**config.mk**
```make
export PLATFORM = sky130hd
export DESIGN_NAME = cpu_io_responder_flat
export DESIGN_NICKNAME = d
export VERILOG_FILES = /design/src/rtl/cpu_io_responder_if.sv /design/src/rtl/cpu_io_responder.sv /design/src/flat_wrapper.sv
export SDC_FILE = /design/constraint.sdc
export NUM_CORES = 1
export LEC_CHECK = 0
export ABC_AREA = 0
export CAP_MARGIN = 25
export CORE_ASPECT_RATIO = 0.6
export CORE_MARGIN = 4
export CORE_UTILIZATION = 45
export DETAILED_ROUTE_END_ITERATION = 7
export MAX_ROUTING_LAYER = met4
export PLACE_DENSITY = 0.68
export RECOVER_POWER = 25
export SLEW_MARGIN = 40
export SYNTH_ARGS = -nofsm -noshare
export SYNTH_HDL_FRONTEND = slang
export SYNTH_SLANG_ARGS = --single-unit
```
**constraint.sdc**
```tcl
create_clock -name clk_i -period 1.85 [get_ports clk_i]
set_input_delay 0.2775 -clock clk_i [delete_from_list [all_inputs] [get_ports clk_i]]
set_output_delay 0.2775 -clock clk_i [all_outputs]
set_load 0.01 [all_outputs]
```
**src/rtl/cpu_io_responder_if.sv**
```systemverilog
// Console bus between the accumulator CPU (plus operator hardware) and the
// I/O responder.
//   master : drives the key, switches, CPU handshake and history select;
//            observes Enter/Input/Waiting and the display outputs.
//   slave  : the responder; sees those inputs and drives the outputs.
// Signals:
//   key_raw      raw push-button, active-high, asynchronous, bouncy
//   switches     raw 8-bit data switches, asynchronous
//   in_req       CPU is executing IN and waiting for Enter
//   cpu_output   CPU output register value
//   out_strobe   one-cycle pulse: cpu_output written this cycle
//   halt         CPU halted (level)
//   hist_sel     history index, 0 = newest
//   enter        one-cycle input-accept pulse to the CPU
//   input_byte   latched switch byte to the CPU
//   waiting      high while armed for an operator press
//   out_hist     history entry selected by hist_sel
//   out_count    number of valid history entries, 0..4
//   halt_seen    sticky halt flag
interface cpu_io_responder_if;
  logic       key_raw;
  logic [7:0] switches;
  logic       in_req;
  logic [7:0] cpu_output;
  logic       out_strobe;
  logic       halt;
  logic [1:0] hist_sel;
  logic       enter;
  logic [7:0] input_byte;
  logic       waiting;
  logic [7:0] out_hist;
  logic [2:0] out_count;
  logic       halt_seen;

  modport master (
    output key_raw, switches, in_req, cpu_output, out_strobe, halt, hist_sel,
    input  enter, input_byte, waiting, out_hist, out_count, halt_seen
  );

  modport slave (
    input  key_raw, switches, in_req, cpu_output, out_strobe, halt, hist_sel,
    output enter, input_byte, waiting, out_hist, out_count, halt_seen
  );
endinterface

```
**src/rtl/cpu_io_responder.sv**
```systemverilog
// Operator-side I/O responder for the accumulator CPU console.
// Conditions the raw key and switches into a single Enter pulse plus a
// stable Input byte while the CPU waits in IN, keeps a 4-deep history of CPU
// output writes, and locks out input once the CPU halts.
// Ports:
//   clk_i   system clock, rising edge
//   rst_ni  asynchronous active-low reset
//   bus     console interface (slave side), see cpu_io_responder_if
// Parameters:
//   DEB_CYCLES  stable synchronized-key cycles needed to flip the debounced key
//   DEB_W       debounce counter width, must hold DEB_CYCLES
module cpu_io_responder #(
  parameter int DEB_CYCLES = 16,
  parameter int DEB_W      = 16
) (
  input  logic                clk_i,
  input  logic                rst_ni,
  cpu_io_responder_if.slave   bus
);

  typedef enum logic [2:0] {
    IDLE,
    ARMED,
    FIRE,
    WAIT_REL,
    HALTED
  } state_e;

  localparam logic [DEB_W-1:0] DEB_LAST = DEB_W'(DEB_CYCLES - 1);

  function automatic logic [2:0] sat_inc4(input logic [2:0] c);
    return (c == 3'd4) ? c : c + 3'd1;
  endfunction

  logic             key_s1_q, key_s2_q;
  logic [7:0]       sw_s1_q, sw_s2_q;
  logic             deb_q, deb_d;
  logic [DEB_W-1:0] cnt_q, cnt_d;
  state_e           state_q, state_d;
  logic [7:0]       input_q, input_d;
  logic             halt_seen_q;
  logic [7:0]       hist_q [4];
  logic [2:0]       count_q;

  // Two-flop synchronizers for the key and every switch bit
  always_ff @(posedge clk_i or negedge rst_ni) begin
    if (!rst_ni) begin
      key_s1_q <= 1'b0;
      key_s2_q <= 1'b0;
      sw_s1_q  <= 8'h00;
      sw_s2_q  <= 8'h00;
    end else begin
      key_s1_q <= bus.key_raw;
      key_s2_q <= key_s1_q;
      sw_s1_q  <= bus.switches;
      sw_s2_q  <= sw_s1_q;
    end
  end

  // Debounce: the debounced key only flips after DEB_CYCLES consecutive
  // disagreeing cycles; any agreeing cycle restarts the count.
  always_comb begin
    deb_d = deb_q;
    cnt_d = '0;
    if (key_s2_q != deb_q) begin
      if (cnt_q == DEB_LAST) begin
        deb_d = ~deb_q;
      end else begin
        cnt_d = cnt_q + DEB_W'(1);
      end
    end
  end

  // Press FSM. ARMED is only entered with the debounced key low, so seeing
  // it high there means a fresh press.
  always_comb begin
    state_d = state_q;
    input_d = input_q;
    if (bus.halt) begin
      state_d = HALTED;
    end else begin
      case (state_q)
        IDLE:     if (bus.in_req && !deb_q) state_d = ARMED;
        ARMED: begin
          if (deb_q) begin
            state_d = FIRE;
            input_d = sw_s2_q;
          end else if (!bus.in_req) begin
            state_d = IDLE;
          end
        end
        FIRE:     state_d = WAIT_REL;
        WAIT_REL: if (!deb_q) state_d = IDLE;
        HALTED:   state_d = HALTED;
        default:  state_d = IDLE;
      endcase
    end
  end

  always_ff @(posedge clk_i or negedge rst_ni) begin
    if (!rst_ni) begin
      deb_q       <= 1'b0;
      cnt_q       <= '0;
      state_q     <= IDLE;
      input_q     <= 8'h00;
      halt_seen_q <= 1'b0;
    end else begin
      deb_q       <= deb_d;
      cnt_q       <= cnt_d;
      state_q     <= state_d;
      input_q     <= input_d;
      if (bus.halt) halt_seen_q <= 1'b1;
    end
  end

  // Output history shift register; strobes are taken in every state
  always_ff @(posedge clk_i or negedge rst_ni) begin
    if (!rst_ni) begin
      for (int i = 0; i < 4; i++) hist_q[i] <= 8'h00;
      count_q <= 3'd0;
    end else if (bus.out_strobe) begin
      hist_q[3] <= hist_q[2];
      hist_q[2] <= hist_q[1];
      hist_q[1] <= hist_q[0];
      hist_q[0] <= bus.cpu_output;
      count_q   <= sat_inc4(count_q);
    end
  end

  assign bus.enter      = (state_q == FIRE);
  assign bus.waiting    = (state_q == ARMED);
  assign bus.input_byte = input_q;
  assign bus.halt_seen  = halt_seen_q;
  assign bus.out_count  = count_q;
  assign bus.out_hist   = hist_q[bus.hist_sel];

endmodule

```
**src/flat_wrapper.sv**
```systemverilog
// flat-port wrapper written by rule: the top's interface ports become plain ports
module cpu_io_responder_flat 
#(
  parameter int DEB_CYCLES = 16,
  parameter int DEB_W      = 16
)
  (clk_i, rst_ni, bus_key_raw, bus_switches, bus_in_req, bus_cpu_output, bus_out_strobe, bus_halt, bus_hist_sel, bus_enter, bus_input_byte, bus_waiting, bus_out_hist, bus_out_count, bus_halt_seen);
  cpu_io_responder_if bus_i ();
  input  logic clk_i;
  input  logic rst_ni;
  input wire logic [$bits(bus_i.key_raw)-1:0] bus_key_raw;
  input wire logic [$bits(bus_i.switches)-1:0] bus_switches;
  input wire logic [$bits(bus_i.in_req)-1:0] bus_in_req;
  input wire logic [$bits(bus_i.cpu_output)-1:0] bus_cpu_output;
  input wire logic [$bits(bus_i.out_strobe)-1:0] bus_out_strobe;
  input wire logic [$bits(bus_i.halt)-1:0] bus_halt;
  input wire logic [$bits(bus_i.hist_sel)-1:0] bus_hist_sel;
  output wire logic [$bits(bus_i.enter)-1:0] bus_enter;
  output wire logic [$bits(bus_i.input_byte)-1:0] bus_input_byte;
  output wire logic [$bits(bus_i.waiting)-1:0] bus_waiting;
  output wire logic [$bits(bus_i.out_hist)-1:0] bus_out_hist;
  output wire logic [$bits(bus_i.out_count)-1:0] bus_out_count;
  output wire logic [$bits(bus_i.halt_seen)-1:0] bus_halt_seen;
  assign bus_i.key_raw = bus_key_raw;
  assign bus_i.switches = bus_switches;
  assign bus_i.in_req = bus_in_req;
  assign bus_i.cpu_output = bus_cpu_output;
  assign bus_i.out_strobe = bus_out_strobe;
  assign bus_i.halt = bus_halt;
  assign bus_i.hist_sel = bus_hist_sel;
  assign bus_enter = bus_i.enter;
  assign bus_input_byte = bus_i.input_byte;
  assign bus_waiting = bus_i.waiting;
  assign bus_out_hist = bus_i.out_hist;
  assign bus_out_count = bus_i.out_count;
  assign bus_halt_seen = bus_i.halt_seen;
  cpu_io_responder #(.DEB_CYCLES(DEB_CYCLES), .DEB_W(DEB_W)) u_core (.clk_i(clk_i), .rst_ni(rst_ni), .bus(bus_i));
endmodule
```
==> metrics.md <==
| Metric | Value |
|---|---|
| Status | completed |
| Final wirelength | 5822 um |
| # port buffers | 45 |
| Kind of critical path | primary input to primary output |
| Initial antenna violation count | 0 |
| DRC | 0 |
| Critical path endpoint category | primary output |
| Syn avg cell area | 14.73 sq um |
| Setup violators final | 0 |
| Max-cap violations | 0 |
| Hold EP | u_core.sw_s2_q[4] |
| Clk_lat worst skew | 330 ps |
| Worst Hold Depth | 0 |
| Worst slew pin tran | 992.9 ps |
| Drt initial violations | 114 |
| Chip Width | 118.8 um |
| H-tree depth | 3 |
| Ports | 46 |
| Post-synth top area share | 61.91% |
| Seq/Total Area, Yosys | 61.91% |
| Global-route wire length before repair | 9791 um |
| DRT Pass-1 Iters | 4 |
| CTS tree | built |
| Post-Syn Area | 3314 sq um |
| Slew HR | 33.80% |
| Nets@finish | 314 |
| Via density | 5.087 |
| Reg clk slew, reported paths | 60 ps |
| Share of post-route cells with drive strength above 1 | 30.14% |
| Post-Syn Nets | 252 |
| F_max | 559.4 MHz |
| Antenna cells | 0 |
| Placed cells | 361 |
| Initial Utilization | 47.99% |
| Synth Instances | 225 |
| Flop-to-flop setup slack | 290 ps |
| Post-route minimum period | 1788 ps |
| Root buffer cell | clkbuf_16 |
| Fin. max-slew vios | 0 |
| Peak supply drop | 0.0007021 V |
| FF+latch count, synth | 82 |
| Clk buf depth | 2 |
| CTS sink count | 82 |
| Required time of the critical path | 1570 ps |
| Die ar. | 8847 sq um |
| GRT Overall Usage | 15.26% |
| Final ANT Viol Nets | 0 |
| Finished Layout Cells | 379 |
| Total number of vias | 1928 |
| CP max FO | 5 |
| Crit path launch type | primary input |
| Cell Pwr Density | 1052 nW/um^2 |
| Lkg Pwr | 1.885 nW |
| Chip Height | 74.48 um |
| Worst r2r path cells | 6 |
| Largest cells by area after synthesis | dfrtp_1, mux2_2, mux4_2, xnor2_1, nor2_1 |
| Final hold violations | 0 |
| Core region area | 6907 sq um |
| Placer Congestion | 0.7652 |
| Hold path start | u_core.sw_s1_q[4] |
| Origin of the critical flop-to-flop path | u_core.cnt_q[0] |
| Tightest Hold Check Type | register to register |
| Final Skew | 7.883 ps |
| Power Total | 4.492 mW |
| Netlist cell types | 35 |
| RSZ-0062 raised after global routing | false |
| R2r endpoint | u_core.cnt_q[12] |
| Yosys warnings | 0 |
| CP Data Arrival Time | 1510 ps |
| Largest net degree at the start of global routing | 41 |
| Routed WL per cell | 15.36 um |
| Period utilisation layout | 96.63% |
| CTS Buf Count | 9 |
| Leading area contributor after synthesis | dfrtp_1 |
| P&R area growth vs syn | 28.84% |
| Fin util | 61.83% |
| Site Rows | 23 |
| Total gr overflow | 0 |
| Post-DP HPWL | 3955 um |
| Vias in the first global route | 1928 |
report_power, final:
| part | switching [mW] | internal [mW] |
|---|---|---|
| clock | 0.686 | 1.12 |
| sequential | 0.120 | 1.97 |
| combinational | 0.235 | 0.353 |
| total | 1.04 | 3.45 |
logic make-up after synthesis:
logic type,share of synthesized area [%]
flip-flops,61.91
AND/OR/NAND/NOR,10.34
multiplexers,19.37
XOR/XNOR,4.228
buffers and inverters,1.623
AO/OA/AOI/OAI,1.397
adder cells (fa/ha/maj),1.133
registers in the layout, indices dropped and copies added (netlist names):
register	count
u_core.hist_q	32
u_core.cnt_q	16
u_core.bus.input_byte	8
u_core.sw_s1_q	8
u_core.sw_s2_q	8
u_core.bus.out_count	3
u_core.state_q	3
u_core.bus.halt_seen	1
u_core.deb_q	1
u_core.key_s1_q	1
u_core.key_s2_q	1
placed cells by master, fill, tap and decap left out, drive strengths merged, types with 3 or more instances in the layout:
cell	netlist	routed
buf	6	12
clkbuf	1	12
clkdlybuf4s50	0	23
dfrtp	82	82
dlygate4sd2	0	8
dlygate4sd3	0	11
ha	3	3
inv	4	5
mux2	41	41
mux4	8	8
nand2	7	7
nand3	5	5
nand4	3	3
nor2	22	22
nor3	5	5
nor4	6	6
xnor2	13	13
xor2	3	3
worst max-delay path by stage:
stage	to	slack, ps	cells past startpoint	from
2_1_floorplan	u_core.cnt_q[10]	420	6	u_core.cnt_q[0]
3_3_place_gp	bus_out_hist[6]	-360	4	bus_hist_sel[0]
3_5_place_dp	bus_out_hist[0]	-390	4	bus_hist_sel[0]
4_1_cts	bus_enter	9	3	u_core.state_q[0]
5_1_grt	bus_out_hist[6]	20	4	bus_hist_sel[1]
6_report	bus_out_hist[6]	60	4	bus_hist_sel[1]
final cells by class:
cell class / instances / area, sq um
Clock buffer: 11 / 252.7
Clock inverter: 5 / 60.06
Fill cell: 534 / 2636
Inverter: 4 / 15.01
Multi-Input combinational cell: 132 / 1209
Sequential cell: 82 / 2052
Tap cell: 87 / 108.9
Timing Repair Buffer: 58 / 573.1
worst max-delay path, stage by stage:
cell             delay [ps]
clkdlybuf4s50_1         480
buf_4                   160
mux4_2                  290
dlygate4sd2_1           300
Yosys cell counts:
master	instances
mux4_2	8
nor2_2	2
nand3_2	1
mux2_2	41
clkbuf_1	1
nor4_2	2
xnor2_1	13
nand4b_1	2
nand4_2	2
nand2_1	7
a21oi_1	1
buf_1	1
nand3_1	4
nor3b_1	1
nor2_1	20
nand2b_1	2
a21boi_0	2
nor4_1	3
a31oi_1	1
xor2_1	3
or2_2	1
and2_1	1
inv_1	4
nor3_1	5
a21o_1	1
a22oi_1	1
nor2b_1	1
and3_1	1
nor4_4	1
buf_6	1
o21ai_0	1
dfrtp_1	82
nand4_4	1
ha_1	3
buf_2	4
per-layer routing:
metal	vias to the layer above	wire length, um	GRT usage [%]
met1	961	2958	20.82
met3	10	274	5.319
met4	0	101	5.777
met2	42	2488	21.13
met5	-	0	-
li1	915	-	-
per-stage QoR:
step / area, sq um / worst slack (ps) / setup TNS [ps] / hold slack [ps]
after floorplan: 3314 / 422.0 / 0 / -18.09
after global placement: 3940 / -361.7 / -2788 / 294.4
after detailed placement: 3940 / -386.9 / -2873 / 287.9
after CTS: 4260 / 9.315 / 0 / 347.8
after global routing: 4270 / 22.59 / 0 / 357.0
final: 4270 / 62.41 / 0 / 342.9
what timing repair did:
action	CTS	global route
setup buffers	0	1
hold buffers	1	0
gates resized for setup	12	2
setup endpoints to repair	8	2
hold endpoints to repair	38	0
(Power assumes the default switching activity.)
